==> src/rtl/hdmi_window_capture.sv <==
// Captures a rectangular window of decoded HDMI pixels into a downstream FIFO.
// Define HDMI_CAP_STATS_EN to enable frame_count, drop_count and short_frame (tied to 0 otherwise).
module hdmi_window_capture #(
    parameter int PIXEL_W    = 8,
    parameter int WIN_WIDTH  = 64,
    parameter int WIN_HEIGHT = 64,
    parameter int X_OFFSET   = 0,
    parameter int Y_OFFSET   = 0
) (
    input  logic                   clk,
    input  logic                   reset,
    input  logic                   hsync,
    input  logic                   vsync,
    input  logic                   de,
    input  logic                   red_vld,
    input  logic                   green_vld,
    input  logic                   blue_vld,
    input  logic                   red_rdy,
    input  logic                   green_rdy,
    input  logic                   blue_rdy,
    input  logic [PIXEL_W-1:0]     red,
    input  logic [PIXEL_W-1:0]     green,
    input  logic [PIXEL_W-1:0]     blue,
    input  logic                   enable,
    input  logic                   single_shot,
    input  logic                   clear,
    input  logic                   fifo_full,
    output logic [3*PIXEL_W-1:0]   fifo_data,
    output logic                   fifo_wr_en,
    output logic                   busy,
    output logic                   capture_done,
    output logic                   overflow,
    output logic                   short_frame,
    output logic [15:0]            frame_count,
    output logic [15:0]            drop_count
);

    localparam logic [1:0] ST_IDLE       = 2'd0;
    localparam logic [1:0] ST_WAIT_FRAME = 2'd1;
    localparam logic [1:0] ST_CAPTURE    = 2'd2;
    localparam logic [1:0] ST_DONE       = 2'd3;

    localparam logic [16:0] X_LO   = 17'(X_OFFSET);
    localparam logic [16:0] X_HI   = 17'(X_OFFSET + WIN_WIDTH);
    localparam logic [16:0] Y_LO   = 17'(Y_OFFSET);
    localparam logic [16:0] Y_HI   = 17'(Y_OFFSET + WIN_HEIGHT);
    localparam logic [15:0] Y_LAST = 16'(Y_OFFSET + WIN_HEIGHT - 1);

    function automatic logic [15:0] sat_inc(input logic [15:0] v);
        return (v == 16'hFFFF) ? v : v + 16'd1;
    endfunction

    logic [1:0]  state;
    logic        vsync_p1;
    logic        de_p1;
    logic [15:0] x_cnt;
    logic [15:0] y_cnt;
    logic        link_ok;
    logic        run;
    logic        frame_start;
    logic        line_end;
    logic        x_in;
    logic        y_in;
    logic        in_win;
    logic        frame_done;
    logic        unused_ok;

    // hsync carries no information beyond what de already gives us
    assign unused_ok   = hsync;
    assign link_ok     = &{red_vld, green_vld, blue_vld, red_rdy, green_rdy, blue_rdy};
    assign run         = link_ok & enable;
    assign frame_start = vsync & ~vsync_p1;
    assign line_end    = ~de & de_p1;
    assign x_in        = ({1'b0, x_cnt} >= X_LO) && ({1'b0, x_cnt} < X_HI);
    assign y_in        = ({1'b0, y_cnt} >= Y_LO) && ({1'b0, y_cnt} < Y_HI);
    assign in_win      = run && (state == ST_CAPTURE) && de && x_in && y_in;
    assign frame_done  = run && (state == ST_CAPTURE) && !frame_start && line_end && (y_cnt == Y_LAST);
    assign busy         = (state == ST_WAIT_FRAME) || (state == ST_CAPTURE);
    assign capture_done = (state == ST_DONE);

    // Sync edge detection and raster position
    always_ff @(posedge clk) begin
        if (!reset) begin
            vsync_p1 <= 1'b0;
            de_p1    <= 1'b0;
            x_cnt    <= '0;
            y_cnt    <= '0;
        end else begin
            vsync_p1 <= vsync;
            de_p1    <= de;
            if (frame_start || line_end) x_cnt <= '0;
            else if (de)                 x_cnt <= sat_inc(x_cnt);
            if (frame_start)   y_cnt <= '0;
            else if (line_end) y_cnt <= sat_inc(y_cnt);
        end
    end

    // Control FSM, write strobe and overflow flag; losing link or enable aborts immediately
    always_ff @(posedge clk) begin
        if (!reset) begin
            state      <= ST_IDLE;
            fifo_wr_en <= 1'b0;
            fifo_data  <= '0;
            overflow   <= 1'b0;
        end else begin
            fifo_wr_en <= in_win & ~fifo_full;
            if (in_win && !fifo_full) fifo_data <= {red, green, blue};
            if (clear)                overflow  <= 1'b0;
            if (in_win && fifo_full)  overflow  <= 1'b1;
            if (!run) begin
                state <= ST_IDLE;
            end else begin
                case (state)
                    ST_IDLE:       state <= ST_WAIT_FRAME;
                    ST_WAIT_FRAME: if (frame_start) state <= ST_CAPTURE;
                    ST_CAPTURE:    if (frame_done) state <= single_shot ? ST_DONE : ST_WAIT_FRAME;
                    default:       state <= state;
                endcase
            end
        end
    end

`ifdef HDMI_CAP_STATS_EN
    logic [15:0] frame_cnt_q;
    logic [15:0] drop_cnt_q;
    logic        short_q;

    // A new frame arriving mid-capture just restarts the counters; the FSM stays in CAPTURE
    always_ff @(posedge clk) begin
        if (!reset) begin
            frame_cnt_q <= '0;
            drop_cnt_q  <= '0;
            short_q     <= 1'b0;
        end else begin
            if (frame_done) frame_cnt_q <= frame_cnt_q + 16'd1;
            if (clear) begin
                drop_cnt_q <= '0;
                short_q    <= 1'b0;
            end
            if (in_win && fifo_full) drop_cnt_q <= sat_inc(drop_cnt_q);
            if (run && (state == ST_CAPTURE) && frame_start) short_q <= 1'b1;
        end
    end

    assign frame_count = frame_cnt_q;
    assign drop_count  = drop_cnt_q;
    assign short_frame = short_q;
`else
    assign frame_count = '0;
    assign drop_count  = '0;
    assign short_frame = 1'b0;
`endif

endmodule

==> config.mk <==
export PLATFORM = sky130hd
export DESIGN_NAME = hdmi_window_capture
export DESIGN_NICKNAME = d
export VERILOG_FILES = /design/src/rtl/hdmi_window_capture.sv
export SDC_FILE = /design/constraint.sdc
export NUM_CORES = 1
export LEC_CHECK = 0
export ABC_AREA = 0
export CAP_MARGIN = 20
export CORE_UTILIZATION = 25
export CTS_CLUSTER_DIAMETER = 120
export CTS_CLUSTER_SIZE = 8
export DETAILED_ROUTE_END_ITERATION = 10
export HOLD_SLACK_MARGIN = 0.1
export MAX_ROUTING_LAYER = met4
export PLACE_DENSITY = 0.46
export RECOVER_POWER = 25
export SKIP_LAST_GASP = 1
export SLEW_MARGIN = 20
export SYNTH_ARGS = -nofsm -noshare
export SYNTH_HDL_FRONTEND = slang
export SYNTH_SLANG_ARGS = --single-unit
export TNS_END_PERCENT = 30
==> constraint.sdc <==
create_clock -name clk -period 2.01 [get_ports clk]
set_clock_uncertainty 0.2 [all_clocks]
set_input_delay 0.3015 -clock clk [delete_from_list [all_inputs] [get_ports clk]]
set_output_delay 0.3015 -clock clk [all_outputs]
set_load 0.01 [all_outputs]
==> out/metrics.cfg <==
[timing]
period_share_pct=101
rsz0062_at_grt=true
drv_slew=0
fin_ws_ns=-0.0234
post-route-min-period_ns=2.03
fin_hold_ws_ns=0.304
fmax_mhz=492
finalSetupViolations=16
final_hold_viol_count=0

[pwr]
leakagePower_uw=0.00176
power_density_nw_per_um2=655
irDropWorstVdd_uv=420
finalPower_uw=3060

[drt]
drt_iter0_markers=125
wl_per_cell_um=11.8
drc=0
post_drt_via_cell_ratio=4.18
num_vias=2675
finalWirelength_um=7540
dr.pass1.iters=4
ant_nets=0

[global_routing]
grt-ovfl-total=0
grt_pass1_wl_um=12100
track_usage_pct=12.2
antenna_found_initial=0
grt_max_degree=27
grt_pass1_vias=2535

[clock_network]
cts_buffers=9
path_clk_slew_ns=0.05
cts_tree=yes
ctsHoldBuffers=0
clockRootBuffer=clkbuf_16
htreeDepth=3
clk_latency_ns=0.33
cts.sinks=62
clockBufferDepth=2

[worst_setup_path]
reg2reg_slack_ns=-0.02
slowest_stage=nor4b_4
end_kind=register
ff2ff_path_depth=7
cp_data_arrival_time_ns=2.05
path_class=register to register
cp.required_ns=2.03
max_stage_delay_ns=0.36
crit_path_max_fanout=8
cp-start-kind=register
timing.rr.end=fifo_data[12]$_SDFFE_PN0P_
r2r-start=x_cnt[11]$_SDFFE_PP0P_
crit_chain=nor4b_4 -> nand3_4 -> nor4_4 -> buf_4 -> clkbuf_16 -> mux2i_1 -> nor2b_1
startpoint=x_cnt[11]$_SDFFE_PP0P_

[synthesis]
yosysSeqAreaShare_pct=38.7
synthArstFlopShare_pct=0
synth.distinct_cells=46
ys.flop_type=dfxtp_1
synth_edf_count=0
avgSynthCellArea_um2=9.10
netlist_area_um2=3200
netlist_instances=352
synth-seq-cells=62
yosysWarnings=0

[floorplan]
ios=100
die_width_um=115
die_h_um=115
start_util_pct=26.1
placementRows=40
dieArea_um2=13300
core_area_um2=12300

[layout]
final_nets=513
layout_commonest_cell=dfxtp_1
drive_gt1_share_pct=17.4
multi_input_area_um2=1820
fill_cells=1297
diodes=0
regArea_um2=1250
final_cell_mix=dfxtp_1 (59), clkdlybuf4s50_1 (54), buf_4 (43)
fin_cells=640
area_growth_pct=45.9

[min_path]
min-delay-start=y_cnt[1]$_SDFFE_PP0P_
hold_depth=2
min_delay_worst_endpoint=y_cnt[1]$_SDFFE_PP0P_
min_path_type=register to register

[run_status]
violations=negative setup slack
status=finished with violations

[placed_design]
gp_congestion=0.764
port_buffers=65
dp.cells=617
dpl.hpwl_um=5630

[job]
cap_violations=0

-- final cells by class --
cell class,count,area share [%]
multi-input cells,275,39.0
flip-flops and latches,62,26.7
repair buffers,114,22.7
clock buffers,10,4.90
well taps,168,4.50
clock inverters,6,1.82
inverters,5,0.401
-- worst max-delay path by stage --
stage	endpoint	slack, ns	cells past startpoint
final	fifo_data[12]$_SDFFE_PN0P_	-0.02	7
after global routing	fifo_data[9]$_SDFFE_PN0P_	-0.16	7
after CTS	fifo_data[19]$_SDFFE_PN0P_	-0.08	8
after detailed placement	fifo_data[19]$_SDFFE_PN0P_	-0.45	7
after global placement	fifo_data[20]$_SDFFE_PN0P_	-0.38	7
after floorplan	fifo_data[10]$_SDFFE_PN0P_	-0.10	8
-- cell families (layout without fill, tap and decap cells) --
group                      count (synthesis)  after routing  synth area share (%)
and+or+nand+nor                          153            153                  26.8
buffers and inverters                     47            135                  10.1
other                                      1             33                 0.117
DFF                                       62             62                  38.7
AOI/OAI and AO/OA                         30             30                  6.17
muxes                                     29             29                  9.06
adders and majority gates                  7              7                  2.73
xor gates and xnor gates                  23             23                  6.29
-- synthesized netlist by cell type (2+ instances only) --
| cell type | instances | area share (%) |
|---|---|---|
| dfxtp_1 | 62 | 39 |
| nor2_1 | 34 | 4.0 |
| buf_4 | 33 | 7.7 |
| mux2i_1 | 29 | 9.1 |
| nor2b_1 | 25 | 4.9 |
| nand2_1 | 22 | 2.6 |
| xor2_1 | 15 | 4.1 |
| nand4_1 | 13 | 2.5 |
| nand3_1 | 12 | 1.9 |
| and2_1 | 8 | 1.6 |
| xnor2_1 | 8 | 2.2 |
| a21oi_1 | 7 | 1.1 |
| ha_1 | 7 | 2.7 |
| nor3_1 | 7 | 1.1 |
| clkbuf_1 | 6 | 0.70 |
| o21ai_0 | 6 | 0.94 |
| and3_1 | 5 | 0.98 |
| inv_1 | 5 | 0.59 |
| o211ai_1 | 5 | 1.2 |
| and4_1 | 4 | 1.1 |
| nand2b_1 | 4 | 0.78 |
| nor4_1 | 4 | 0.78 |
| a211oi_1 | 2 | 0.47 |
| and3_2 | 2 | 0.47 |
| buf_8 | 2 | 0.94 |
| nor4_4 | 2 | 1.3 |
| o21a_1 | 2 | 0.47 |
| or3_1 | 2 | 0.39 |
| or4_1 | 2 | 0.47 |
-- through the flow --
step / instance area [um^2] / utilization (%) / setup WS (ns) / TNS [ns]
4_1_cts: 4670 / 38.1 / -0.0842 / -1.51
3_5_place_dp: 4260 / 34.7 / -0.446 / -14.33
3_3_place_gp: 4260 / 34.7 / -0.379 / -13.37
5_1_grt: 4680 / 38.1 / -0.157 / -3.51
2_1_floorplan: 3360 / - / -0.103 / -2.05
6_report: 4680 / 38.1 / -0.0234 / -0.209
-- flip-flops by register name, summed over array words and instances (netlist names) --
| name | count |
|---|---|
| state | 2 |
| overflow | 1 |
| fifo_wr_en | 1 |
| y_cnt | 16 |
| vsync_p1 | 1 |
| x_cnt | 16 |
| fifo_data | 24 |
| de_p1 | 1 |
-- layer usage --
metal / vias up / share of wire [%] / global-route usage [%]
li1: 1389 / - / -
met1: 1205 / 49 / 15.3
met2: 74 / 43 / 18.2
met3: 7 / 6.6 / 3.80
met4: 0 / 1.0 / 4.94
met5: - / 0 / -
-- critical path: cells and delay by family (launching register included) --
family	cells	cell delay, ns
and+or+nand+nor	4	0.87
muxes	1	0.18
DFF	1	0.35
buffers and inverters	2	0.33
-- what timing repair did --
item,in CTS,in global routing
pin swaps,2,1
endpoints found under the setup margin,25,32
buffers inserted,4,3
hold endpoints to repair,0,0
gates cloned,1,0
resized for setup,9,3
-- report_power, final --
group	switching (uW)	total, uW	internal, uW
Sequential	3.97	1240	1230
Combinational	83.1	182	99.1
Clock	559	1640	1080
Total	646	3060	2420
Power figures use the tool's default switching activity.
